$ cat src/rtl/softmax_sequencer_pkg.sv
// Shared state encoding and controller timing constants for the softmax sequencer.
package softmax_sequencer_pkg;

    typedef logic [4:0] seq_state_t;

    localparam seq_state_t IDLE  = 5'b00001;
    localparam seq_state_t LOAD  = 5'b00010;
    localparam seq_state_t RUN   = 5'b00100;
    localparam seq_state_t GAPW  = 5'b01000;
    localparam seq_state_t DRAIN = 5'b10000;

    // The controller holds stage 1 at least this long, which bounds VEC_LEN.
    localparam int unsigned STAGE1_MIN_LEN = 12;
    localparam int unsigned RUN_DONE_CNT   = 25;

endpackage

$ cat src/rtl/softmax_vec_buf.sv
// Vector register file: one synchronous write port, one combinational read port.
module softmax_vec_buf #(
    parameter int unsigned DATA_W  = 16,
    parameter int unsigned VEC_LEN = 8
) (
    input  logic                             i_clk,
    input  logic                             i_we,
    input  logic [$clog2(VEC_LEN + 1)-1:0]   i_waddr,
    input  logic [DATA_W-1:0]                i_wdata,
    input  logic [$clog2(VEC_LEN + 1)-1:0]   i_raddr,
    output logic [DATA_W-1:0]                o_rdata
);

    localparam int unsigned PW = $clog2(VEC_LEN + 1);
    localparam int unsigned AW = (VEC_LEN > 1) ? $clog2(VEC_LEN) : 1;

    logic [DATA_W-1:0] r_mem [2**AW];

    always_ff @(posedge i_clk) begin
        if (i_we && (i_waddr < PW'(VEC_LEN))) begin
            r_mem[i_waddr[AW-1:0]] <= i_wdata;
        end
    end

    // Pointers reach VEC_LEN once a pass completes; reads there return zero.
    assign o_rdata = (i_raddr < PW'(VEC_LEN)) ? r_mem[i_raddr[AW-1:0]] : '0;

endmodule

$ cat src/rtl/softmax_sequencer.sv
// Initiator-side sequencer: loads one vector, drives one softmax controller run, drains results.
module softmax_sequencer
    import softmax_sequencer_pkg::*;
#(
    parameter int unsigned DATA_W  = 16,
    parameter int unsigned VEC_LEN = 8,
    parameter int unsigned TIMEOUT = 64,
    parameter int unsigned GAP     = 2
) (
    input  logic              i_clk,
    input  logic              i_rst,
    input  logic              i_start,
    output logic              o_busy,
    input  logic              i_in_valid,
    output logic              o_in_ready,
    input  logic [DATA_W-1:0] i_in_data,
    output logic              o_softmax_en,
    input  logic              i_is_stage1,
    input  logic              i_is_stage2,
    input  logic              i_is_stage3,
    input  logic              i_is_stage4,
    output logic              o_sm_in_valid,
    output logic [DATA_W-1:0] o_sm_in_data,
    input  logic              i_sm_out_valid,
    input  logic [DATA_W-1:0] i_sm_out_data,
    output logic              o_out_valid,
    input  logic              i_out_ready,
    output logic [DATA_W-1:0] o_out_data,
    output logic              o_out_last,
    output logic              o_done,
    output logic              o_err
);

    localparam int unsigned PW = $clog2(VEC_LEN + 1);
    localparam int unsigned TW = $clog2(TIMEOUT + 1);
    localparam int unsigned GW = $clog2(GAP + 1);
    localparam logic [PW-1:0] LAST_IDX = PW'(VEC_LEN - 1);
    localparam logic [PW-1:0] VEC_END  = PW'(VEC_LEN);
    localparam logic [TW-1:0] TMO_END  = TW'(TIMEOUT);
    localparam logic [GW-1:0] GAP_LAST = GW'(GAP - 1);

    if (VEC_LEN < 1 || VEC_LEN > STAGE1_MIN_LEN) begin : g_bad_vec_len
        $error("VEC_LEN must lie in 1..%0d", STAGE1_MIN_LEN);
    end

    seq_state_t        r_state, w_state_d;
    logic [PW-1:0]     r_wr_ptr, r_rd_ptr, r_cap_ptr, r_out_ptr, w_cap_cnt;
    logic [TW-1:0]     r_tmo, w_tmo_next;
    logic [GW-1:0]     r_gap;
    logic              r_busy, r_softmax_en, r_sm_in_valid, r_done, r_err;
    logic              r_seen4, r_s1_q, r_s4_q, r_abort;
    logic [DATA_W-1:0] r_sm_in_data, w_op_rdata, w_res_rdata;
    logic              w_load_xfer, w_load_last, w_in_run, w_feed, w_res_valid, w_cap;
    logic              w_s1_fall, w_s4_fall, w_abort, w_run_ok, w_gap_end, w_out_xfer, w_out_end;
    logic              w_unused_stage;

    assign w_unused_stage = i_is_stage2 ^ i_is_stage3;

    always_comb begin
        w_load_xfer = (r_state == LOAD) && i_in_valid;
        w_load_last = w_load_xfer && (r_wr_ptr == LAST_IDX);
        w_in_run    = (r_state == RUN);
        w_feed      = w_in_run && i_is_stage1 && (r_rd_ptr < VEC_END);
        w_res_valid = w_in_run && i_is_stage4 && i_sm_out_valid;
        w_cap       = w_res_valid && (r_cap_ptr < VEC_END);
        w_cap_cnt   = r_cap_ptr + PW'(w_cap);
        w_s1_fall   = r_s1_q && !i_is_stage1;
        w_s4_fall   = r_s4_q && !i_is_stage4;
        w_tmo_next  = r_tmo + TW'(1);
        // A capture landing together with the stage-4 fall still counts toward the total.
        w_abort     = w_in_run && ((w_s1_fall && (r_rd_ptr < VEC_END))
                                || (w_res_valid && (r_cap_ptr == VEC_END))
                                || (w_s4_fall && (w_cap_cnt < VEC_END))
                                || (w_tmo_next == TMO_END));
        w_run_ok    = w_in_run && !w_abort && r_seen4 && w_s4_fall;
        w_gap_end   = (r_state == GAPW) && (r_gap == GAP_LAST);
        w_out_xfer  = (r_state == DRAIN) && i_out_ready;
        w_out_end   = w_out_xfer && (r_out_ptr == LAST_IDX);

        w_state_d = r_state;
        unique case (r_state)
            IDLE:    if (i_start) w_state_d = LOAD;
            LOAD:    if (w_load_last) w_state_d = RUN;
            RUN:     if (w_abort || w_run_ok) w_state_d = GAPW;
            GAPW:    if (w_gap_end) w_state_d = r_abort ? IDLE : DRAIN;
            DRAIN:   if (w_out_end) w_state_d = IDLE;
            default: w_state_d = IDLE;
        endcase
    end

    always_ff @(posedge i_clk) begin
        if (!i_rst) begin
            r_state       <= IDLE;
            r_busy        <= 1'b0;
            r_softmax_en  <= 1'b0;
            r_sm_in_valid <= 1'b0;
            r_sm_in_data  <= '0;
            r_done        <= 1'b0;
            r_err         <= 1'b0;
            r_wr_ptr      <= '0;
            r_rd_ptr      <= '0;
            r_cap_ptr     <= '0;
            r_out_ptr     <= '0;
            r_tmo         <= '0;
            r_gap         <= '0;
            r_seen4       <= 1'b0;
            r_s1_q        <= 1'b0;
            r_s4_q        <= 1'b0;
            r_abort       <= 1'b0;
        end else begin
            r_state       <= w_state_d;
            r_busy        <= (w_state_d != IDLE);
            r_err         <= w_abort;
            r_done        <= w_out_end;
            r_sm_in_valid <= w_feed;
            if (w_feed) r_sm_in_data <= w_op_rdata;

            if ((r_state == IDLE) && i_start) r_wr_ptr <= '0;
            else if (w_load_xfer) r_wr_ptr <= r_wr_ptr + PW'(1);

            if (w_load_last) begin
                r_softmax_en <= 1'b1;
                r_rd_ptr     <= '0;
                r_cap_ptr    <= '0;
                r_tmo        <= '0;
                r_seen4      <= 1'b0;
                r_s1_q       <= 1'b0;
                r_s4_q       <= 1'b0;
            end

            if (w_in_run) begin
                r_tmo  <= w_tmo_next;
                r_s1_q <= i_is_stage1;
                r_s4_q <= i_is_stage4;
                if (i_is_stage4) r_seen4 <= 1'b1;
                if (w_feed) r_rd_ptr <= r_rd_ptr + PW'(1);
                if (w_cap) r_cap_ptr <= w_cap_cnt;
                if (w_abort || w_run_ok) begin
                    r_softmax_en <= 1'b0;
                    r_abort      <= w_abort;
                    r_gap        <= '0;
                end
            end

            if (r_state == GAPW) r_gap <= r_gap + GW'(1);
            if (w_gap_end) r_out_ptr <= '0;
            else if (w_out_xfer) r_out_ptr <= r_out_ptr + PW'(1);
        end
    end

    softmax_vec_buf #(
        .DATA_W  (DATA_W),
        .VEC_LEN (VEC_LEN)
    ) u_op_buf (
        .i_clk   (i_clk),
        .i_we    (w_load_xfer),
        .i_waddr (r_wr_ptr),
        .i_wdata (i_in_data),
        .i_raddr (r_rd_ptr),
        .o_rdata (w_op_rdata)
    );

    softmax_vec_buf #(
        .DATA_W  (DATA_W),
        .VEC_LEN (VEC_LEN)
    ) u_res_buf (
        .i_clk   (i_clk),
        .i_we    (w_cap),
        .i_waddr (r_cap_ptr),
        .i_wdata (i_sm_out_data),
        .i_raddr (r_out_ptr),
        .o_rdata (w_res_rdata)
    );

    assign o_busy        = r_busy;
    assign o_softmax_en  = r_softmax_en;
    assign o_sm_in_valid = r_sm_in_valid;
    assign o_sm_in_data  = r_sm_in_data;
    assign o_done        = r_done;
    assign o_err         = r_err;
    assign o_in_ready    = (r_state == LOAD);
    assign o_out_valid   = (r_state == DRAIN);
    assign o_out_data    = o_out_valid ? w_res_rdata : '0;
    assign o_out_last    = o_out_valid && (r_out_ptr == LAST_IDX);

endmodule

$ cat config.mk
export PLATFORM = sky130hd
export DESIGN_NAME = softmax_sequencer
export DESIGN_NICKNAME = d
export VERILOG_FILES = /design/src/rtl/softmax_sequencer_pkg.sv /design/src/rtl/softmax_vec_buf.sv /design/src/rtl/softmax_sequencer.sv
export SDC_FILE = /design/constraint.sdc
export NUM_CORES = 1
export LEC_CHECK = 0
export CORE_UTILIZATION = 40
export DETAILED_ROUTE_END_ITERATION = 10
export SETUP_SLACK_MARGIN = 0.3
export SLEW_MARGIN = 20
export SYNTH_ARGS = -nofsm -noshare
export SYNTH_HDL_FRONTEND = slang
export SYNTH_HIERARCHICAL = 1
export SYNTH_SLANG_ARGS = --single-unit
export TNS_END_PERCENT = 20
$ cat constraint.sdc
create_clock -name i_clk -period 9.9 [get_ports i_clk]
set_clock_uncertainty 0.2 [all_clocks]
set_input_delay 1.485 -clock i_clk [delete_from_list [all_inputs] [get_ports i_clk]]
set_output_delay 1.485 -clock i_clk [all_outputs]
set_load 0.05 [all_outputs]
==> results of run 1 <==
[worst max-delay path, cell delays in order (launching register included)]
cell             delay (ns)
dfxtp_2                0.65
buf_4                  0.48
mux4_1                 0.60
mux2i_1                0.15
nor2_1                 0.08
and2_1                 0.19
clkdlybuf4s50_1        0.69
[flip-flops by register name, summed over array words and instances (netlist names)]
signal,cells
r_seen4,1
r_state,5
o_busy,1
o_err,1
r_out_ptr,4
r_cap_ptr,4
r_tmo,7
r_abort,1
r_rd_ptr,4
o_done,1
r_gap,2
u_res_buf/r_mem,128
r_s4_q,1
u_op_buf/r_mem,128
r_wr_ptr,4
o_sm_in_data,16
o_sm_in_valid,1
r_s1_q,1
o_softmax_en,1
[per-stage QoR]
step | hold slack [ns] | worst slack (ns)
2_1_floorplan | 0.237 | 5.76
3_3_place_gp | 0.242 | 5.32
3_5_place_dp | 0.254 | 5.31
4_1_cts | 0.263 | 4.76
5_1_grt | 0.285 | 4.62
6_report | 0.263 | 4.86
[worst max-delay path by stage]
stage	start	end	slack, ns
floorplan	i_in_valid	u_op_buf/r_mem[0][0]	5.76
global placement	r_out_ptr[0]	o_out_data[15]	5.32
detailed placement	r_out_ptr[0]	o_out_data[15]	5.31
CTS	r_out_ptr[0]	o_out_data[15]	4.76
global route	r_out_ptr[0]	o_out_data[15]	4.62
finish	r_out_ptr[0]	o_out_data[15]	4.86
[area by class of cell]
type                       count  area share (%)
multi-input combinational    357            22.8
sequential                   311            60.0
clock buffer                  38            5.97
timing repair buffer         101            6.62
clock inverter                21            1.21
tap                          390            3.33
inverter                       4           0.102
[placed cells by master, fill, tap and decap left out, types with 7 or more instances in the layout]
cell type        count
a21oi_1             16
a22o_1              17
and2_1              21
buf_4               20
clkbuf_16           34
clkdlybuf4s50_1     79
dfxtp_1             53
edfxtp_1           256
mux2i_1             34
mux4_2              62
nand2_1             26
nand2b_1             7
nand3_1             18
nor2_1              66
nor3_1               7
o21ai_0             10
[per-layer routing]
layer | track usage [%] | share of wire, % | wire length, um
met1 | 20.8 | 42 | 10700
met2 | 29.5 | 52 | 13200
met3 | 3.04 | 4.7 | 1210
met4 | 4.63 | 1.8 | 469
met5 | 0 | 0 | 0
[logic make-up after synthesis]
group                    after synthesis  synth area share (%)
AO/OA/AOI/OAI                         62                  3.47
buffers and inverters                 37                  2.09
XOR/XNOR                               6                 0.426
AND/OR/NAND/NOR                      184                  7.62
multiplexers                          99                  14.6
adder cells (fa/ha/maj)                6                 0.608
flip-flops                           311                  71.2
[power by group through the flow]
stage | sequential (mW) | combinational, mW | clock, mW
detailed placement | 1.45 | 0.0519 | 0
CTS | 1.42 | 0.0521 | 1.22
finish | 1.42 | 0.0521 | 1.19
global route | 1.42 | 0.0567 | 1.28
floorplan | 1.45 | 0.0157 | 0
global placement | 1.45 | 0.0485 | 0
==> summary.md, run 1 <==
The standby leakage power is 4.62 nW. The root buffer cell chosen for the clock tree is clkbuf_16. Setup violations remaining at the end of the flow were counted as 0. The library cell with the largest summed area after synthesis is edfxtp_1.

After routing the design area is 14700 um^2. After clock tree synthesis, the clock-pin slew on the worst setup and hold paths is 0.06 ns. For this run, the number of Yosys warnings is 6. At the worst endpoint, the arrival time is 3.35 ns. Sequential elements use 71.2% of the synthesized area.

Registers are responsible for 53.3% of the overall power. The total negative slack is 0 ns. Internal power comes to 2.13 mW.

Net switching is 20.0% of the power. In this run, CTS created clock tree buffers numbering 34. Along the worst hold path, the cell count comes to 2.

The path type of the worst setup path was register to output port. Die width: 178 um. Measured in cells, the most critical reg-to-reg path has a length of 4. VDD sags by at most 0.000141 V. Part of the power in the clock network: 44.8%.

Entering global routing, the biggest net connects 36 pins. The tools report the area enclosed by the die boundary as 31600 um^2. The number of global-route vias before repair was 6909. Setup repair after global routing left no endpoint under its margin. The worst register-to-register path ends at u_res_buf/r_mem[0][4]. The class of the tightest hold or removal check was register to register. In this run, synthesis produced a sequential element count of 311. The number of I/O port buffers was 79. The count of final max-slew check failures came out at 0. Yosys instantiated no cell more often than edfxtp_1. The number of standard cells in the layout, taps in and fillers out is 1222, and the antenna diode count is 0. For the number of placed instances, taps included, the log shows 1162. At the end of routability-driven placement, the weighted congestion stood at 0.711. The number of iterations in the first detailed-routing pass came out at 4. After detailed placement, the total cell area comes to 13600 um^2.

The total detailed-routing wirelength is 25600 um, and the normalized max-slew margin is 31.7%. Across the run, the number of max-cap violations was 0. The tools report the number of DRC markers after the initial detailed-route iteration as 402. The tools report the number of setup buffers added after CTS as 0. The H-tree generated during clock tree synthesis spans 2 levels.

The top cell type by area accounts for 62.3% of the synthesized area. Across all register-to-register paths, the minimum setup slack is 6.73 ns. Share of layout cells above drive strength 1: 17.8%. The path with the worst hold slack has its endpoint at r_seen4. The post-synthesis average cell area is 17.5 um^2. Dividing the detail-routed via count by the number of cells gives 5.39. The number of failing hold endpoints at the final stage came out at 0. Required time of the critical path: 8.22 ns. The tools report the category of the worst setup path capture point as an output port. In the final design database the tool counted 857 nets.

For this design, the sink count on the clock tree is 311. For this design the total switching power over the nets is 533 uW. The run finished with clean final reports. Relative to the synthesized area, the layout overhead comes to 18.8%.

The share of the cycle needed by the critical path after routing is 50.9%, and the filler cell count in the final layout is 2489. The worst setup path is launched from a register. In this run, distinct cell masters in the synthesized netlist total 58.

The hold path startpoint was r_seen4. The initial core utilization was 41.1%; the power per standard cell area was 182 nW/um^2. In this run the cell area of the synthesized design comes to 12300 um^2. The clock passes through at most 3 buffers. In this run the critical register-to-register path is launched from r_state[1].

The share of synthesized flip-flops with an asynchronous set or reset is 0%. Counting instances in the post-synthesis netlist gives the leading cell types as edfxtp_1, nor2_1, mux4_2, dfxtp_1, mux2i_1. In the final layout, flip-flops and latches occupy 8790 um^2. The dominant register cell in the synthesized netlist was edfxtp_1. In the routed design, unresolved DRC markers number 0. The run gives 48.8% as the final core area utilization.

In this run the vertical extent of the chip is 178 um. Static timing analysis puts the maximum clock frequency at 199 MHz. Summing over every cut layer, the via total after detailed routing is 6590. For the clock latency on the worst-skew pair, the log shows 0.51 ns. 82 I/O pins were placed. Global routing used 16.7% of the available tracks across all layers.

The number of hold buffers added after CTS was 0; the initial antenna violation count was 0. Yosys mapped a number of flops with a built-in enable equal to 256. Quantity of gates resized following cts: 0.

The floorplan row count is 63, and the post-route antenna net violation count is 0. For the core footprint, the log shows 30000 um^2. In this run the worst path has a maximum fanout of 22. Sum of overflow across all layers after global routing: 0. In the post-synthesis netlist, the biggest area contributors are edfxtp_1, mux4_2, dfxtp_1. Area occupied by multi-input gates: 3340 um^2. The worst path needs 5.04 ns of the cycle, external delays included. The wire length of the first global-routing pass came out at 39400 um. Detailed placement ended at an HPWL of 14800 um. Power comes to 2.66 mW. For the net count after synthesis, the log shows 753. Combinational logic is responsible for 2.0% of the overall power. For the synthesized instance count, the log shows 705.

Dividing the detail-routed wire length by the instance count gives 21.0 um. At the pin with the least slew margin, the transition time is 1.02 ns. TritonCTS built the clock tree.
(Power assumes the default switching activity.)
==> run 2: changes to the inputs <==
clock period = 4.6 ns   (was 9.9 ns; I/O delays follow)
==> summary.md, run 2 (synthesis gave the netlist of run 1 again) <==
The category of the worst setup path capture point is an output port. The tools report the category of the worst setup path launch point as a register. The count of clock tree sinks was 311. The wire length of the first global-routing pass was 38900 um.

The H-tree was split into 2 levels. The run gives 863 as the net count of the finished layout. TritonCTS built the clock tree. In the layout the commonest cells are edfxtp_1, clkdlybuf4s50_1, nor2_1. Of all nets on the critical path, the largest fanout is 15. The critical path buffer and inverter count works out to 2. Final setup violation count: 0.

STA puts the critical path data arrival time at 3.15 ns. The tools report the buffer type at the clock tree root as clkbuf_16. The number of gates resized after CTS was 0. The critical register-to-register path endpoint is u_op_buf/r_mem[0][5]. The longest clock path from root to sink contains 3 buffers.

Average wire length per cell after detail routing: 20.6 um. Class of the tightest hold or removal check: register to register. Buffers inserted during clock tree synthesis total 35. For this block, the initial DRC count from the detailed router was 394. The count of buffers added on input and output ports is 79. The initial antenna violation count is 0, and the share of the cycle needed by the critical path after routing is 87.8%. Summed over all nets, wire length on met2 after detailed routing comes to 12700 um. The final instance area came out at 14700 um^2. In this run the most critical hold path is launched from r_seen4.

Based on the critical path, the design can be clocked at up to 248 MHz. In this run the post-CTS setup repair buffer count came out at 0. Signal routing reaches up to met4.

STA puts the critical path data required time at 3.71 ns. The library cell used most frequently in the layout, excluding fill and tap cells, is edfxtp_1. Entering global routing, the biggest net connects 36 pins.

The area enclosed by the die boundary was 31600 um^2; the total track usage was 16.4%. Summed over all layers, the routed wires come to 25300 um. The initial utilization of the core area, before any placement, comes to 41.1%. The routed metal-1 wire length is 11000 um.

The floorplan has 63 rows. The number of hold buffers added after CTS is 0. Setup repair after global routing left no endpoint under its margin.

Before antenna repair, the detailed router went through 5 iterations. The CTS clock-pin slew for the worst setup and hold paths is 0.06 ns, and the number of failing hold endpoints at the final stage is 0. For this design the static power due to leakage is 4.66 nW. Of the cells placed in the final design, the portion with a size suffix greater than 1 is 17.6%. Once placement finished, the instance area stood at 13600 um^2.

Dividing the detail-routed via count by the number of cells gives 5.37. The run gives 0 as the antenna diode count. After floorplanning, the core was sized to cover 30000 um^2. The largest individual stage delay along the critical path comes from the cell clkdlybuf4s50_1. The logs give 1.79 ns for the register-to-register path setup slack and 0 for the sum of overflow across all layers after global routing. Cell class contributing the biggest share of worst-path delay: buffers and inverters.

The tools report the count of pins on the block boundary as 82. The floorplan step set the die height to 178 um. The congestion estimate from routability-driven global placement came to 0.746. The critical path goes through buf_4 > mux4_2 > mux2i_1 > nor2_1 > and2_1 > clkdlybuf4s50_1. The startpoint of the worst register-to-register path is r_state[2]. The tools report the number of global-route vias before repair as 6886. Count of final max-slew check failures: 0.

The tools report the worst hold path endpoint as r_seen4. Summed over all failing endpoints, the final setup total negative slack is 0 ns. The number of cells traversed by the worst hold path came out at 2. For this run, design rule violations remaining after detail routing come to 0.

Longest individual stage delay on the worst path: 0.69 ns. For the pin with the worst max-slew slack, the measured transition is 1.00 ns. Compared with the post-synthesis result, the final layout area differs by 18.8%. The worst pin sits at a relative slew slack of 33.2%. Summed over all nets, wire length on met3 after detailed routing comes to 1240 um.

The flow ran to the end, and the final reports show no timing, DRC or antenna violations. In this run the horizontal extent of the chip is 178 um. The routed design could run at a clock period as short as 4.04 ns. For the worst-skew pair, the clock arrives at the later sink with an insertion delay of 0.51 ns.

Detailed placement ended at an HPWL of 14800 um. The worst-case IR drop observed on VDD is 0.000296 V. The tightest hold path in the finished design has a slack of 0.262 ns. The run gives 0 as the post-route antenna net violation count.

For the worst flop-to-flop path, the logic depth is 5. The power per standard cell area came out at 389 nW/um^2. The path type of the worst setup path was register to output port. The max capacitance violation total is 0, and the routed via count is 6599.
## run 2: cell count changes in the layout (fill, tap and decap cells not counted), sizes merged
cell and delta:
buf +5, bufinv -1, clkbuf +11, clkinv -3, clkinvlp -2, inv -2
## run 2: layout make-up
| cell class | instances | area, um^2 |
|---|---|---|
| sequential | 311 | 8790 |
| inverter | 4 | 15.0 |
| fill | 2481 | 15400 |
| clock inverter | 13 | 114 |
| clock buffer | 49 | 938 |
| multi-input combinational | 357 | 3320 |
| timing repair buffer | 106 | 1010 |
| tap | 390 | 488 |
## run 2: worst max path at each step
| stage | start | endpoint | slack, ns | cells past startpoint |
|---|---|---|---|---|
| finish | r_out_ptr[0] | o_out_data[5] | 0.56 | 6 |
| CTS | r_out_ptr[0] | o_out_data[5] | 0.49 | 6 |
| floorplan | r_state[1] | u_res_buf/r_mem[0][0] | 1.21 | 4 |
| global placement | r_out_ptr[0] | o_out_data[0] | 1.03 | 6 |
| global route | r_out_ptr[0] | o_out_data[4] | 0.34 | 6 |
| detailed placement | r_out_ptr[0] | o_out_data[0] | 1.03 | 6 |
## run 2: per-stage QoR
step	setup slack [ns]	util, %	std cells	total power, mW
floorplan	1.21	-	705	3.15
global placement	1.03	45.3	1168	3.22
detailed placement	1.03	45.3	1168	3.23
CTS	0.489	48.8	1230	5.76
global route	0.340	48.8	1230	5.89
finish	0.562	48.8	1230	5.71
## run 2: tightest hold or removal path, stage by stage, from the launching register on
cell and delay (ns):
dfxtp_1 0.31, nand2_1 0.06, a21oi_1 0.05
## run 2: layer usage
layer / track usage, % / up-vias
met5: 0 / -
met4: 4.13 / 0
met1: 21.0 / 3406
met2: 28.4 / 153
met3: 3.36 / 27
li1: - / 3013
## run 2: power by group
| group | switching, mW | leakage [nW] | internal, mW |
|---|---|---|---|
| combinational | 0.0642 | 1.41 | 0.0482 |
| sequential | 0.00499 | 2.74 | 3.05 |
| clock | 1.05 | 0.508 | 1.49 |
